File: src/rtl/freq_meter_if.sv
// Control/result bundle of the reciprocal frequency meter.
// The master drives start/cont/si, and the slave (the meter) returns status and BCD result.
interface freq_meter_if #(
  parameter int unsigned DIGITS = 5
) ();
  logic                start;
  logic                cont;
  logic                si;
  logic                ready;
  logic                done_tick;
  logic                ovf;
  logic                tout;
  logic [4*DIGITS-1:0] bcd;

  modport master (
    output start, cont, si,
    input  ready, done_tick, ovf, tout, bcd
  );

  modport slave (
    input  start, cont, si,
    output ready, done_tick, ovf, tout, bcd
  );
endinterface

File: src/rtl/freq_meter.sv
// Reciprocal frequency meter: counts ticks over 2**NAVG_LOG2 periods of si, divides
// (TICK_HZ<<NAVG_LOG2) by the count, and converts the quotient to packed BCD.
module freq_meter #(
  parameter int unsigned TICK_DIV  = 50,
  parameter int unsigned TICK_HZ   = 1_000_000,
  parameter int unsigned NAVG_LOG2 = 0,
  parameter int unsigned CW        = 24,
  parameter int unsigned DIGITS    = 5
) (
  input  logic        clk,
  input  logic        reset_n,
  freq_meter_if.slave bus
);

  localparam int unsigned PW = (TICK_DIV > 1) ? $clog2(TICK_DIV) : 1;
  localparam int unsigned BW = 4 * DIGITS;
  localparam logic [63:0] DividendWide = 64'(TICK_HZ) << NAVG_LOG2;
  localparam logic [31:0] Dividend = DividendWide[31:0];
  localparam logic [31:0] Limit = 32'(10 ** DIGITS);
  localparam logic [3:0]  NAvg = 4'(1 << NAVG_LOG2);
  localparam logic [CW-1:0] TickMax = '1;

  typedef enum logic [2:0] {StIdle, StWait, StMeas, StDiv, StB2b, StDone} state_e;

  state_e          state_q, state_d;
  logic [2:0]      sync_q, sync_d;
  logic [PW-1:0]   presc_q, presc_d;
  logic [CW-1:0]   tick_cnt_q, tick_cnt_d;
  logic [3:0]      edge_cnt_q, edge_cnt_d;
  logic [31:0]     divisor_q, divisor_d;
  logic [31:0]     rem_q, rem_d;
  logic [31:0]     quo_q, quo_d;
  logic [BW-1:0]   acc_q, acc_d;
  logic [5:0]      step_q, step_d;
  logic [BW-1:0]   bcd_q, bcd_d;
  logic            ovf_q, ovf_d;
  logic            tout_q, tout_d;

  logic            tick;
  logic            si_rise;
  logic [CW-1:0]   ticks_now;
  logic [32:0]     rem_sh;
  logic [BW-1:0]   acc_adj;

  assign tick    = (presc_q == PW'(TICK_DIV - 1));
  assign si_rise = sync_q[1] & ~sync_q[2];

  always_comb begin
    state_d    = state_q;
    sync_d     = {sync_q[1:0], bus.si};
    presc_d    = tick ? '0 : presc_q + PW'(1);
    tick_cnt_d = tick_cnt_q;
    edge_cnt_d = edge_cnt_q;
    divisor_d  = divisor_q;
    rem_d      = rem_q;
    quo_d      = quo_q;
    acc_d      = acc_q;
    step_d     = step_q;
    bcd_d      = bcd_q;
    ovf_d      = ovf_q;
    tout_d     = tout_q;
    ticks_now  = (tick && (tick_cnt_q != TickMax)) ? tick_cnt_q + CW'(1) : tick_cnt_q;
    rem_sh     = {rem_q, quo_q[31]};
    acc_adj    = acc_q;

    unique case (state_q)
      StIdle: begin
        presc_d    = '0;
        tick_cnt_d = '0;
        if (bus.start) state_d = StWait;
      end
      StWait: begin
        if (si_rise) begin
          state_d    = StMeas;
          tick_cnt_d = '0;
          edge_cnt_d = '0;
        end else if (tick_cnt_q == TickMax) begin
          state_d = StDone;
          bcd_d   = '0;
          ovf_d   = 1'b0;
          tout_d  = 1'b1;
        end else begin
          tick_cnt_d = ticks_now;
        end
      end
      StMeas: begin
        // A tick coinciding with the closing edge still belongs to this measurement.
        if (si_rise && (edge_cnt_q + 4'd1 == NAvg)) begin
          state_d   = StDiv;
          divisor_d = 32'(ticks_now);
          step_d    = '0;
        end else if (tick_cnt_q == TickMax) begin
          state_d = StDone;
          bcd_d   = '0;
          ovf_d   = 1'b0;
          tout_d  = 1'b1;
        end else begin
          tick_cnt_d = ticks_now;
          if (si_rise) edge_cnt_d = edge_cnt_q + 4'd1;
        end
      end
      StDiv: begin
        if (step_q == 6'd0) begin
          if (divisor_q == '0) begin
            state_d = StDone;
            bcd_d   = {DIGITS{4'h9}};
            ovf_d   = 1'b1;
            tout_d  = 1'b0;
          end else begin
            rem_d  = '0;
            quo_d  = Dividend;
            step_d = 6'd1;
          end
        end else begin
          // Restoring step: shift remainder:quotient left, subtract divisor when it fits.
          quo_d = {quo_q[30:0], 1'b0};
          if (rem_sh >= {1'b0, divisor_q}) begin
            rem_d    = rem_sh[31:0] - divisor_q;
            quo_d[0] = 1'b1;
          end else begin
            rem_d = rem_sh[31:0];
          end
          if (step_q == 6'd32) begin
            state_d = StB2b;
            step_d  = '0;
            acc_d   = '0;
          end else begin
            step_d = step_q + 6'd1;
          end
        end
      end
      StB2b: begin
        if ((step_q == 6'd0) && (quo_q >= Limit)) begin
          state_d = StDone;
          bcd_d   = {DIGITS{4'h9}};
          ovf_d   = 1'b1;
          tout_d  = 1'b0;
        end else begin
          for (int i = 0; i < int'(DIGITS); i++) begin
            if (acc_q[4*i +: 4] >= 4'd5) acc_adj[4*i +: 4] = acc_q[4*i +: 4] + 4'd3;
          end
          acc_d = {acc_adj[BW-2:0], quo_q[31]};
          quo_d = {quo_q[30:0], 1'b0};
          if (step_q == 6'd31) begin
            state_d = StDone;
            bcd_d   = acc_d;
            ovf_d   = 1'b0;
            tout_d  = 1'b0;
          end else begin
            step_d = step_q + 6'd1;
          end
        end
      end
      StDone: begin
        tick_cnt_d = '0;
        state_d    = bus.cont ? StWait : StIdle;
      end
      default: state_d = StIdle;
    endcase
  end

  always_ff @(posedge clk or negedge reset_n) begin
    if (!reset_n) begin
      state_q    <= StIdle;
      sync_q     <= '0;
      presc_q    <= '0;
      tick_cnt_q <= '0;
      edge_cnt_q <= '0;
      divisor_q  <= '0;
      rem_q      <= '0;
      quo_q      <= '0;
      acc_q      <= '0;
      step_q     <= '0;
      bcd_q      <= '0;
      ovf_q      <= 1'b0;
      tout_q     <= 1'b0;
    end else begin
      state_q    <= state_d;
      sync_q     <= sync_d;
      presc_q    <= presc_d;
      tick_cnt_q <= tick_cnt_d;
      edge_cnt_q <= edge_cnt_d;
      divisor_q  <= divisor_d;
      rem_q      <= rem_d;
      quo_q      <= quo_d;
      acc_q      <= acc_d;
      step_q     <= step_d;
      bcd_q      <= bcd_d;
      ovf_q      <= ovf_d;
      tout_q     <= tout_d;
    end
  end

  assign bus.ready     = (state_q == StIdle);
  assign bus.done_tick = (state_q == StDone);
  assign bus.ovf       = ovf_q;
  assign bus.tout      = tout_q;
  assign bus.bcd       = bcd_q;

  always_ff @(posedge clk) begin
    if (reset_n) begin
      assert (DividendWide < 64'h1_0000_0000)
        else $error("freq_meter: TICK_HZ<<NAVG_LOG2 does not fit in 32 bits");
    end
  end

endmodule

File: src/flat_wrapper.sv
// flat-port wrapper written by rule: the top's interface ports become plain ports
module freq_meter_flat 
#(
  parameter int unsigned TICK_DIV  = 50,
  parameter int unsigned TICK_HZ   = 1_000_000,
  parameter int unsigned NAVG_LOG2 = 0,
  parameter int unsigned CW        = 24,
  parameter int unsigned DIGITS    = 5
)
  (clk, reset_n, bus_start, bus_cont, bus_si, bus_ready, bus_done_tick, bus_ovf, bus_tout, bus_bcd);
  freq_meter_if #(.DIGITS(DIGITS)) bus_i ();
  input  logic clk;
  input  logic reset_n;
  input wire logic [$bits(bus_i.start)-1:0] bus_start;
  input wire logic [$bits(bus_i.cont)-1:0] bus_cont;
  input wire logic [$bits(bus_i.si)-1:0] bus_si;
  output wire logic [$bits(bus_i.ready)-1:0] bus_ready;
  output wire logic [$bits(bus_i.done_tick)-1:0] bus_done_tick;
  output wire logic [$bits(bus_i.ovf)-1:0] bus_ovf;
  output wire logic [$bits(bus_i.tout)-1:0] bus_tout;
  output wire logic [$bits(bus_i.bcd)-1:0] bus_bcd;
  assign bus_i.start = bus_start;
  assign bus_i.cont = bus_cont;
  assign bus_i.si = bus_si;
  assign bus_ready = bus_i.ready;
  assign bus_done_tick = bus_i.done_tick;
  assign bus_ovf = bus_i.ovf;
  assign bus_tout = bus_i.tout;
  assign bus_bcd = bus_i.bcd;
  freq_meter #(.TICK_DIV(TICK_DIV), .TICK_HZ(TICK_HZ), .NAVG_LOG2(NAVG_LOG2), .CW(CW), .DIGITS(DIGITS)) u_core (.clk(clk), .reset_n(reset_n), .bus(bus_i));
endmodule
File: config.mk
export PLATFORM = sky130hd
export DESIGN_NAME = freq_meter_flat
export DESIGN_NICKNAME = d
export VERILOG_FILES = /design/src/rtl/freq_meter_if.sv /design/src/rtl/freq_meter.sv /design/src/flat_wrapper.sv
export SDC_FILE = /design/constraint.sdc
export NUM_CORES = 1
export LEC_CHECK = 0
export BUFFER_PORTS_ARGS = -buffer_cell sky130_fd_sc_hd__buf_4
export CAP_MARGIN = 5
export CORE_UTILIZATION = 50
export DETAILED_ROUTE_END_ITERATION = 8
export PLACE_DENSITY = 0.63
export SYNTH_ARGS = -nofsm -noshare
export SYNTH_HDL_FRONTEND = slang
export SYNTH_SLANG_ARGS = --single-unit
File: constraint.sdc
create_clock -name clk -period 3.15 [get_ports clk]
set_input_delay 0.63 -clock clk [delete_from_list [all_inputs] [get_ports clk]]
set_output_delay 0.63 -clock clk [all_outputs]
set_load 0.05 [all_outputs]
# Yosys cells after proc, flatten, opt, wreduce, memory -nomap -nowiden

Cells that the tools add are included.

Bits in registers: 176
Latch bits: 0
Memory bits (writable): 0
Memory bits (read-only): 0
Input bits: 5
Output and inout port bits: 24
Memories: 0

$add $sub $neg: 10
$mul: 0
Div/mod/pow operators: 0
Magnitude comparators: 7
Equality and inequality tests: 29
Shift operators: 0
Mux-type cells: 70
Bitwise operators: 2
Reductions and logical operators: 21

Operators by type and width:

| operator                                              | number |
|---|---|
| two-way mux 20 bit                                    | 10 |
| two-way mux 32 bit                                    | 6 |
| two-way mux 24 bit                                    | 4 |
| one-hot mux 20 bit (4 select lines)                   | 1 |
| one-hot mux 24 bit (3 select lines)                   | 1 |
| one-hot mux 32 bit (2 select lines)                   | 1 |
| two-way mux 6 bit                                     | 8 |
| one-hot mux 20 bit (2 select lines)                   | 1 |
| >= comparator 33 x 24 -> 1 bit                        | 1 |
| >= comparator 32 x 17 -> 1 bit, second input constant | 1 |
| zero test 32 bit                                      | 1 |
| two-way mux 4 bit                                     | 8 |
| subtractor 32 x 24 -> 32 bit                          | 1 |
| two-way mux 3 bit                                     | 10 |
| adder 24 x 1 -> 24 bit, second input constant         | 1 |
| equality test 24 bit, second input constant           | 1 |
| != test 24 bit, second input constant                 | 1 |
| >= comparator 4 x 3 -> 1 bit, second input constant   | 5 |
| one-hot mux 3 bit (6 select lines)                    | 1 |
| one-hot mux 6 bit (3 select lines)                    | 1 |
| adder 4 x 2 -> 4 bit, second input constant           | 4 |
| != test 2 bit, second input constant                  | 8 |
| two-way mux 1 bit                                     | 15 |
| adder 6 x 1 -> 6 bit, second input constant           | 2 |
| 27 further kinds                                      | 46 |

# Logic depth before layout (Yosys ltp)

Gate-level depths: netlist of run 1.

Depth in word-level cells: 6
Gate-level depth with buffers: 13
Depth with buffers taken out: 12

# Worst setup path before layout of run 1

No wires, ideal clock.

Path kind: reg-to-reg
Start: register u_core.quo_q[31]
End: register u_core.rem_q[18]
Data arrival time: 2.682 ns
Required time: 3.029 ns
Slack: 0.347 ns
Stages on the path, launching flop included: 13
Path buffers: 0
Period minus slack after synthesis: 2.803 ns
Path through: dfrtp_1 > inv_1 > ha_1 > fa_1 > nand2b_1 > a211oi_1 > o211ai_1 > a21oi_1 > a21oi_1 > o21ai_0 > xnor2_1 > o21ai_1 > a22o_1

Longest elaborated chain between the ends: 3
Elaborated cells on any way between the ends: 4
Classes of those cells: 1 x add/sub; 1 x order compare; 2 x mux

RTL lines:

| element                                                                        | line                                 | source |
|---|---|---|
| from (decl)                                                                    | freq_meter.sv:32                     | `logic [31:0] quo_q, quo_d;` |
| from (signal assigned)                                                         | freq_meter.sv:185                    | `quo_q <= quo_d;` |
| subtractor 32 x 24 -> 32 bit or >= comparator 33 x 24 -> 1 bit (tied branches) | freq_meter.sv:118, freq_meter.sv:117 |  |
| two-way mux 32 bit *                                                           | freq_meter.sv:117                    | `if (rem_sh >= {1'b0, divisor_q}) begin` |
| two-way mux 32 bit *                                                           | freq_meter.sv:103                    | `if (step_q == 6'd0) begin` |
| to (signal assigned)                                                           | freq_meter.sv:184                    | `rem_q <= rem_d;` |
| to (decl)                                                                      | freq_meter.sv:31                     | `logic [31:0] rem_q, rem_d;` |

Every way passes the cells marked *; elsewhere a longest branch is shown, timed or not.
A chain may end at the register's enable or synchronous reset.

# Worst setup path in the final report of run 1

Start: register u_core.divisor_q[1]
End: register u_core.rem_q[10]

Longest elaborated chain between the ends: 3
Elaborated cells on any way between the ends: 7
Classes of those cells: 1 x add/sub; 1 x order compare; 1 x eq/ne; 2 x mux; 2 x reduce/logical

RTL lines:

| element                                                   | line              | source |
|---|---|---|
| from (decl)                                               | freq_meter.sv:30  | `logic [31:0] divisor_q, divisor_d;` |
| from (signal assigned)                                    | freq_meter.sv:183 | `divisor_q <= divisor_d;` |
| subtractor 32 x 24 -> 32 bit (tied with other cells)      | freq_meter.sv:118 | `rem_d = rem_sh[31:0] - divisor_q;` |
| two-way mux 32 bit or != test 2 bit (tied branches)       | --                |  |
| two-way mux 32 bit or AND reduction 2 bit (tied branches) | --                |  |

Several ways; a longest one is shown, not always the timed one.

==> out/qor.csv, run 1 <==
stage,metric,value,unit
hold_path,Hold/Removal Path Class,in -> async,
timing,crit share post-route,93.6,%
critical_path,R2R Path Start,u_core.divisor_q[1],
critical_path,crit-path cells,"inv_1, ha_1, nor2b_1, o31a_1, o211ai_1, nand4_1, a22o_1, nor4b_4, buf_4, mux2i_1, o21ai_1",
routing,Metal-1 WL,11500,um
synth,"Seq/Total Area, Yosys",44.1,%
timing,"Slew Viols, Final",0,
power_and_ir_drop,worst vdd ir,0.430,mV
cts,"Clk pin slew, worst setup/hold paths",70,ps
cells_and_area,Reg area,0.00440,sq mm
grt,first-pass GRT wire length,38300,um
critical_path,CP max stage cell,dfrtp_1,
synth,share of the synthesized area in the top cell type,44.1,%
critical_path,CP Max Fanout,17,
synth,Post-Syn Area,0.00998,sq mm
timing,final setup fails,0,
cells_and_area,area occupied by multi-input gates,0.00518,sq mm
critical_path,Worst R2R Path Depth,11,
cells_and_area,"most common cell after layout, fill and taps aside",nand2_1,
placed_design,pre-CTS WS,74.8,ps
critical_path,CP Capture Type,flop,
routing,met2 routed WL,10200,um
grt,Global Route Usage Sum,23.6,%
floorplanning,core area,0.0195,sq mm
synth,Synth Net Count,1223,
timing,Final Skew,12.7,ps
cts,clock root buffer,clkbuf_16,
routing,met3 wire len,731,um
synth,register bit total from synthesis,176,
critical_path,Arrival @ worst endpoint,3240,ps
cts,CTS Buffer Depth,2,
timing,WHS,146,ps
cts,CTS tree,yes,
timing,RSZ-0062 raised after global routing,yes,
critical_path,startpoint types,flop,
critical_path,CP Class,reg -> reg,
timing,Rel. slew slack,47.7,%
status,status,"finished, final reports clean",
placed_design,Final HPWL DP,16100,um
cells_and_area,fin cells,1488,
routing,Antenna Nets Post-Route,0,
grt,number of antenna violations at the first check in global routing,0,
critical_path,crit-path max cell delay,420,ps
cells_and_area,Filler cells,1840,
synth,"Distinct cells, synth",60,
placed_design,cell count after placement,1453,
cells_and_area,most frequent cells in the layout,"nand2_1 (236), dfrtp_1 (176), o21ai_0 (145)",
routing,vias per inst,5.49,
job,max cap viols,0,
placed_design,Placer Congestion,0.850,
timing,setup slack after layout,201,ps
cts,Clock Latency Late Sink,440,ps
synth,"Async S/R FF share, synth",100,%
cts,CTS buffer count,17,
floorplanning,Starting Density,51.1,%
cells_and_area,"Area growth, synth to finish",12.5,%
floorplanning,Die W,143,um
cells_and_area,Nets,1257,
critical_path,flop-to-flop setup slack,200,ps
power_and_ir_drop,Power Dens Cells,607,mW/mm^2
routing,first drt pass iteration count,5,
routing,DRC errors left,0,
critical_path,Worst EP required,3440,ps
timing,Worst-Margin Slew,782,ps
synth,post-synthesis instance total,1176,
cts,H-Tree Level Count,4,
placed_design,I/O Buffers,28,
timing,Hold Fails Final Rpt,0,
floorplanning,Die ar.,0.0205,sq mm
cts,CTS Sinks,176,
routing,DR vias,8162,
synth,"Avg Cell Area, Syn",8.48,sq um
grt,global route total overflow,0,
timing,Fmax,339,MHz
critical_path,RR Endpoint,u_core.rem_q[10],
routing,uppermost routed layer,met4,
synth,Post-synth EDFFs,0,
timing,minimum clock period,2950,ps
routing,DR iter-0 viols,511,
grt,vias in the first global route,7638,
grt,largest net degree at the start of global routing,73,
routing,DRT Wirelength,22700,um
synth,Syn. warnings,0,
critical_path,Crit path buffers/inverters,2,
critical_path,CP top delay family,compound AO/OA/AOI/OAI gates,
power_and_ir_drop,PnR Total Power,0.00681,W
floorplanning,Site Rows,51,
cells_and_area,layout cells sized above 1,9.08,%
floorplanning,Boundary Pins,29,
routing,Avg WL per Cell,15.2,um
power_and_ir_drop,Leak,5.08,nW
synth,"top cells by area, synth","dfrtp_1 (44%), nand2_1 (8.9%), o21ai_0 (7.3%), ha_1 (5.1%), xnor2_1 (4.0%)",
floorplanning,Die Height,143,um
synth,cell taking the most area after synthesis,dfrtp_1,
cells_and_area,Antenna Cells,0,
synth,main flop type after synthesis,dfrtp_1,
## cell families after synthesis
family,after synthesis,share of synthesized area [%]
fa+ha+maj,42,5.34
simple gates,480,22.0
compound gates,299,17.5
buf+inv,100,4.05
xor+xnor,77,6.76
mux,2,0.201
flops,176,44.1
## Yosys cell counts, types with 14 or more instances
cell type	count
xor2_1	31
nand2_1	236
inv_1	49
xnor2_1	46
nand4_1	15
nand3_1	24
a21oi_1	55
ha_1	41
nor4_1	15
a31oi_1	16
dfrtp_1	176
clkbuf_1	45
o21ai_0	145
nor2_1	90
and3_1	15
nand2b_1	19
nor3_1	14
## routing by layer
layer,track usage [%],vias to the layer above
met5,0,-
met4,6.16,0
met3,3.82,25
met2,35.5,148
met1,35.3,3864
li1,-,4125
## registers in the layout (all words and copies together) (netlist names)
register           flops
u_core.quo_q          32
u_core.rem_q          32
u_core.sync_q          3
u_core.bus.tout        1
u_core.bus.bcd        20
u_core.state_q         3
u_core.step_q          6
u_core.tick_cnt_q     24
u_core.acc_q          20
u_core.bus.ovf         1
u_core.divisor_q      24
u_core.presc_q         6
u_core.edge_cnt_q      4
## timing repair
action                     4_1_cts  5_1_grt
setup endpoints to repair        0       20
setup buffers                    0        3
gates resized for setup          0        3
hold buffers                     0        0
## where the power goes
| group | internal [W] | total (W) | switching (W) |
|---|---|---|---|
| Sequential | 0.00251 | 0.00274 | 0.000232 |
| Combinational | 0.000603 | 0.00199 | 0.00139 |
| Clock | 0.00107 | 0.00208 | 0.00101 |
## layout make-up
class                      instances  share of cell area, %
multi-input combinational        900                   46.2
clock inverter                    14                   1.27
inverter                          49                   1.64
timing repair buffer              66                   4.80
sequential                       176                   39.2
clock buffer                      18                   3.91
tap                              265                   2.95
## per-stage QoR
step	util (%)	cell area [sq um]	TNS (ps)
3_3_place_gp	54.3	10600	0
6_report	57.5	11200	0
2_1_floorplan	-	9980	0
4_1_cts	57.3	11200	0
5_1_grt	57.5	11200	-36.7
3_5_place_dp	54.3	10600	0
## how the worst max path moves through the flow
stage,startpoint,end,slack [ps],cells past startpoint
floorplan,u_core.quo_q[31],u_core.rem_q[18],350,12
global placement,u_core.divisor_q[1],u_core.rem_q[31],200,11
detailed placement,u_core.divisor_q[1],u_core.rem_q[31],70,11
CTS,u_core.divisor_q[1],u_core.rem_q[31],90,11
global route,u_core.divisor_q[1],u_core.rem_q[10],-20,11
finish,u_core.divisor_q[1],u_core.rem_q[10],200,11
## worst reg2reg max path, stage by stage, from the launching register on
cell      delay (ps)
dfrtp_1          420
inv_1             60
ha_1             280
nor2b_1          150
o31a_1           280
o211ai_1         290
nand4_1          120
a22o_1           270
nor4b_4          330
buf_4            280
mux2i_1          250
o21ai_1           80
Power figures use the tool's default switching activity.
==> inputs of run 2 (changes only) <==
--- a/config.mk
+++ b/config.mk
@@ -10,6 +10,7 @@
 export CORE_UTILIZATION = 50
 export DETAILED_ROUTE_END_ITERATION = 8
 export PLACE_DENSITY = 0.63
+export REMOVE_ABC_BUFFERS = 1
 export SYNTH_ARGS = -nofsm -noshare
 export SYNTH_HDL_FRONTEND = slang
 export SYNTH_SLANG_ARGS = --single-unit
==> out/qor.csv, run 2 (synthesis results as in run 1) <==
stage,metric,value,unit,change
timing,"Slew Viols, Final",0,,unchanged
routing,Metal-1 WL,11000,um,-4.2%
routing,first drt pass iteration count,4,,-1
floorplanning,Die ar.,0.0205,sq mm,unchanged
critical_path,Arrival @ worst endpoint,3240,ps,about the same
timing,Final Skew,9.84,ps,-2.83 ps
floorplanning,Boundary Pins,29,,unchanged
timing,Worst-Margin Slew,924,ps,+142 ps
cts,CTS buffer count,17,,unchanged
cts,hold_buf cts,0,,unchanged
cts,Clock Latency Late Sink,430,ps,about the same
placed_design,pre-CTS WS,69.2,ps,-5.58 ps
cells_and_area,largest registers,"u_core.quo_q: 32 flops, u_core.rem_q: 32 flops",,
timing,RSZ-0062 raised after global routing,yes,,
timing,setup slack after layout,190,ps,-11.1 ps
timing,Hold Fails Final Rpt,0,,unchanged
floorplanning,Starting Density,51.1,%,unchanged
placed_design,cell count after placement,1449,,-0.28%
routing,met3 wire len,825,um,+13%
grt,vias in the first global route,7655,,+0.22%
floorplanning,Site Rows,51,,unchanged
timing,Rel. slew slack,38.1,%,-9.6 points
cts,CTS Buffer Depth,2,,unchanged
power_and_ir_drop,Power Dens Cells,616,mW/mm^2,+1.4%
placed_design,Final HPWL DP,16200,um,+0.42%
power_and_ir_drop,P_sw,0.00256,W,-2.6%
power_and_ir_drop,Sw Share,37.1,%,-1.5 points
cells_and_area,Nets,1251,,-0.48%
grt,first-pass GRT wire length,38100,um,-0.52%
cells_and_area,area occupied by multi-input gates,0.00519,sq mm,about the same
cells_and_area,Filler cells,1822,,-0.98%
status,status,"finished, final reports clean",,
cells_and_area,Reg area,0.00440,sq mm,unchanged
critical_path,CP Max Fanout,4,,-13
cells_and_area,"Area growth, synth to finish",12.5,%,about the same
critical_path,R2R Path Start,u_core.rem_q[8],,
critical_path,RR Endpoint,u_core.rem_q[30],,
routing,uppermost routed layer,met4,,
placed_design,I/O Buffers,28,,unchanged
grt,global route total overflow,0,,unchanged
routing,DR vias,8115,,-0.58%
cts,"Clk pin slew, worst setup/hold paths",70,ps,about the same
routing,met2 routed WL,10500,um,+3.5%
critical_path,CP top delay family,compound AO/OA/AOI/OAI gates,,
critical_path,Crit path buffers/inverters,1,,-1
cells_and_area,"most common cell after layout, fill and taps aside",nand2_1,,
critical_path,Worst R2R Path Depth,11,,unchanged
grt,largest net degree at the start of global routing,70,,-4.1%
floorplanning,Die Height,143,um,unchanged
cells_and_area,most frequent cells in the layout,"nand2_1 (236), dfrtp_1 (176), o21ai_0 (144)",,
power_and_ir_drop,worst vdd ir,0.421,mV,-2.0%
power_and_ir_drop,Leak,5.06,nW,-0.25%
timing,Fmax,338,MHz,-0.38%
critical_path,cell mode on critical path,o21ai_0,,
floorplanning,Die W,143,um,unchanged
cts,H-Tree Level Count,4,,unchanged
routing,vias per inst,5.48,,-0.17%
routing,Antenna Nets Post-Route,0,,unchanged
critical_path,CP Capture Type,flop,,
critical_path,crit-path cells,"ha_1, a2111oi_1, o21ai_0, o211ai_1, a21oi_1, a21oi_2, o21ai_0, buf_4, a211oi_1, xnor2_1, o21ai_0",,
critical_path,crit-path max cell delay,410,ps,about the same
floorplanning,core area,0.0195,sq mm,unchanged
cells_and_area,Final Util,57.5,%,about the same
power_and_ir_drop,Internal,0.00435,W,+4.0%
routing,DR iter-0 viols,369,,-28%
hold_path,Hold/Removal Path Class,in -> async,,
power_and_ir_drop,Clock power frac,31.7,%,+1.1 points
critical_path,CP max stage cell,dfrtp_1,,
timing,minimum clock period,2960,ps,+11.1 ps
cells_and_area,fin cells,1482,,-0.40%
cts,CTS tree,yes,,
cts,clock root buffer,clkbuf_16,,
routing,Avg WL per Cell,15.3,um,+0.43%
cells_and_area,Antenna Cells,0,,unchanged
timing,crit share post-route,94.0,%,+0.35 points
critical_path,CP Class,reg -> reg,,
routing,DRT Wirelength,22700,um,about the same
critical_path,Worst EP required,3430,ps,about the same
grt,Global Route Usage Sum,23.6,%,about the same
timing,final setup fails,0,,unchanged
critical_path,Critical Path Stages,11,,unchanged
critical_path,startpoint types,flop,,
power_and_ir_drop,Logic pwr share,29.2,%,about the same
critical_path,flop-to-flop setup slack,190,ps,about the same
cts,CTS Sinks,176,,unchanged
job,max cap viols,0,,unchanged
power_and_ir_drop,Seq pwr share,39.1,%,-1.1 points
routing,DRC errors left,0,,unchanged
placed_design,Placer Congestion,0.849,,about the same
cells_and_area,layout cells sized above 1,8.71,%,-0.37 points
timing,setup_tns,0,ps,unchanged
grt,number of antenna violations at the first check in global routing,0,,unchanged
[run 2: area by class of cell]
class                           instances  share of cell area, %
Timing Repair Buffer                   60                   4.49
Clock buffer                           20                   4.16
Inverter                               49                   1.64
Multi-Input combinational cell        900                   46.2
Sequential cell                       176                   39.2
Clock inverter                         12                   1.32
Tap cell                              265                   2.95
[run 2: power by group through the flow]
stage | Sequential [W] | Clock, W | Combinational, W
after global routing | 0.00273 | 0.00233 | 0.00226
final | 0.00270 | 0.00219 | 0.00202
after detailed placement | 0.00274 | 0 | 0.00203
after floorplan | 0.00297 | 0 | 0.00104
after global placement | 0.00273 | 0 | 0.00201
after CTS | 0.00270 | 0.00224 | 0.00203
[run 2: what timing repair did]
item	4_1_cts	5_1_grt
resized for setup	0	6
endpoints found under the setup margin	0	12
buffers inserted	0	1
[run 2: layer usage]
layer / vias to the layer above / GRT usage [%]
met5: - / 0
met4: 0 / 6.38
met3: 30 / 4.19
met2: 154 / 38.2
met1: 3809 / 32.6
li1: 4122 / -
[run 2: worst reg2reg max path: cells and delay by family, from the launching register on]
family / cells / cell delay, ps
AO/OA/AOI/OAI: 8 / 1760
buffers and inverters: 1 / 170
adder cells (fa/ha/maj): 1 / 330
XOR/XNOR: 1 / 150
flip-flops: 1 / 410
[run 2: worst max path at each step]
stage                   startpoint          endpoint  slack, ps
4_1_cts        u_core.divisor_q[9]  u_core.rem_q[30]         50
6_report           u_core.rem_q[8]  u_core.rem_q[30]        190
2_1_floorplan  u_core.divisor_q[1]  u_core.rem_q[13]       -260
3_3_place_gp       u_core.rem_q[8]  u_core.rem_q[30]        210
5_1_grt        u_core.divisor_q[9]  u_core.rem_q[30]        -40
3_5_place_dp   u_core.divisor_q[9]  u_core.rem_q[30]         70
[run 2: stage by stage]
| stage | area [sq um] | power (W) | hold WS (ps) |
|---|---|---|---|
| detailed placement | 10600 | 0.00477 | 340 |
| global route | 11200 | 0.00732 | 220 |
| global placement | 10600 | 0.00474 | 336 |
| finish | 11200 | 0.00691 | 176 |
| CTS | 11200 | 0.00697 | 191 |
| floorplan | 9760 | 0.00400 | 331 |
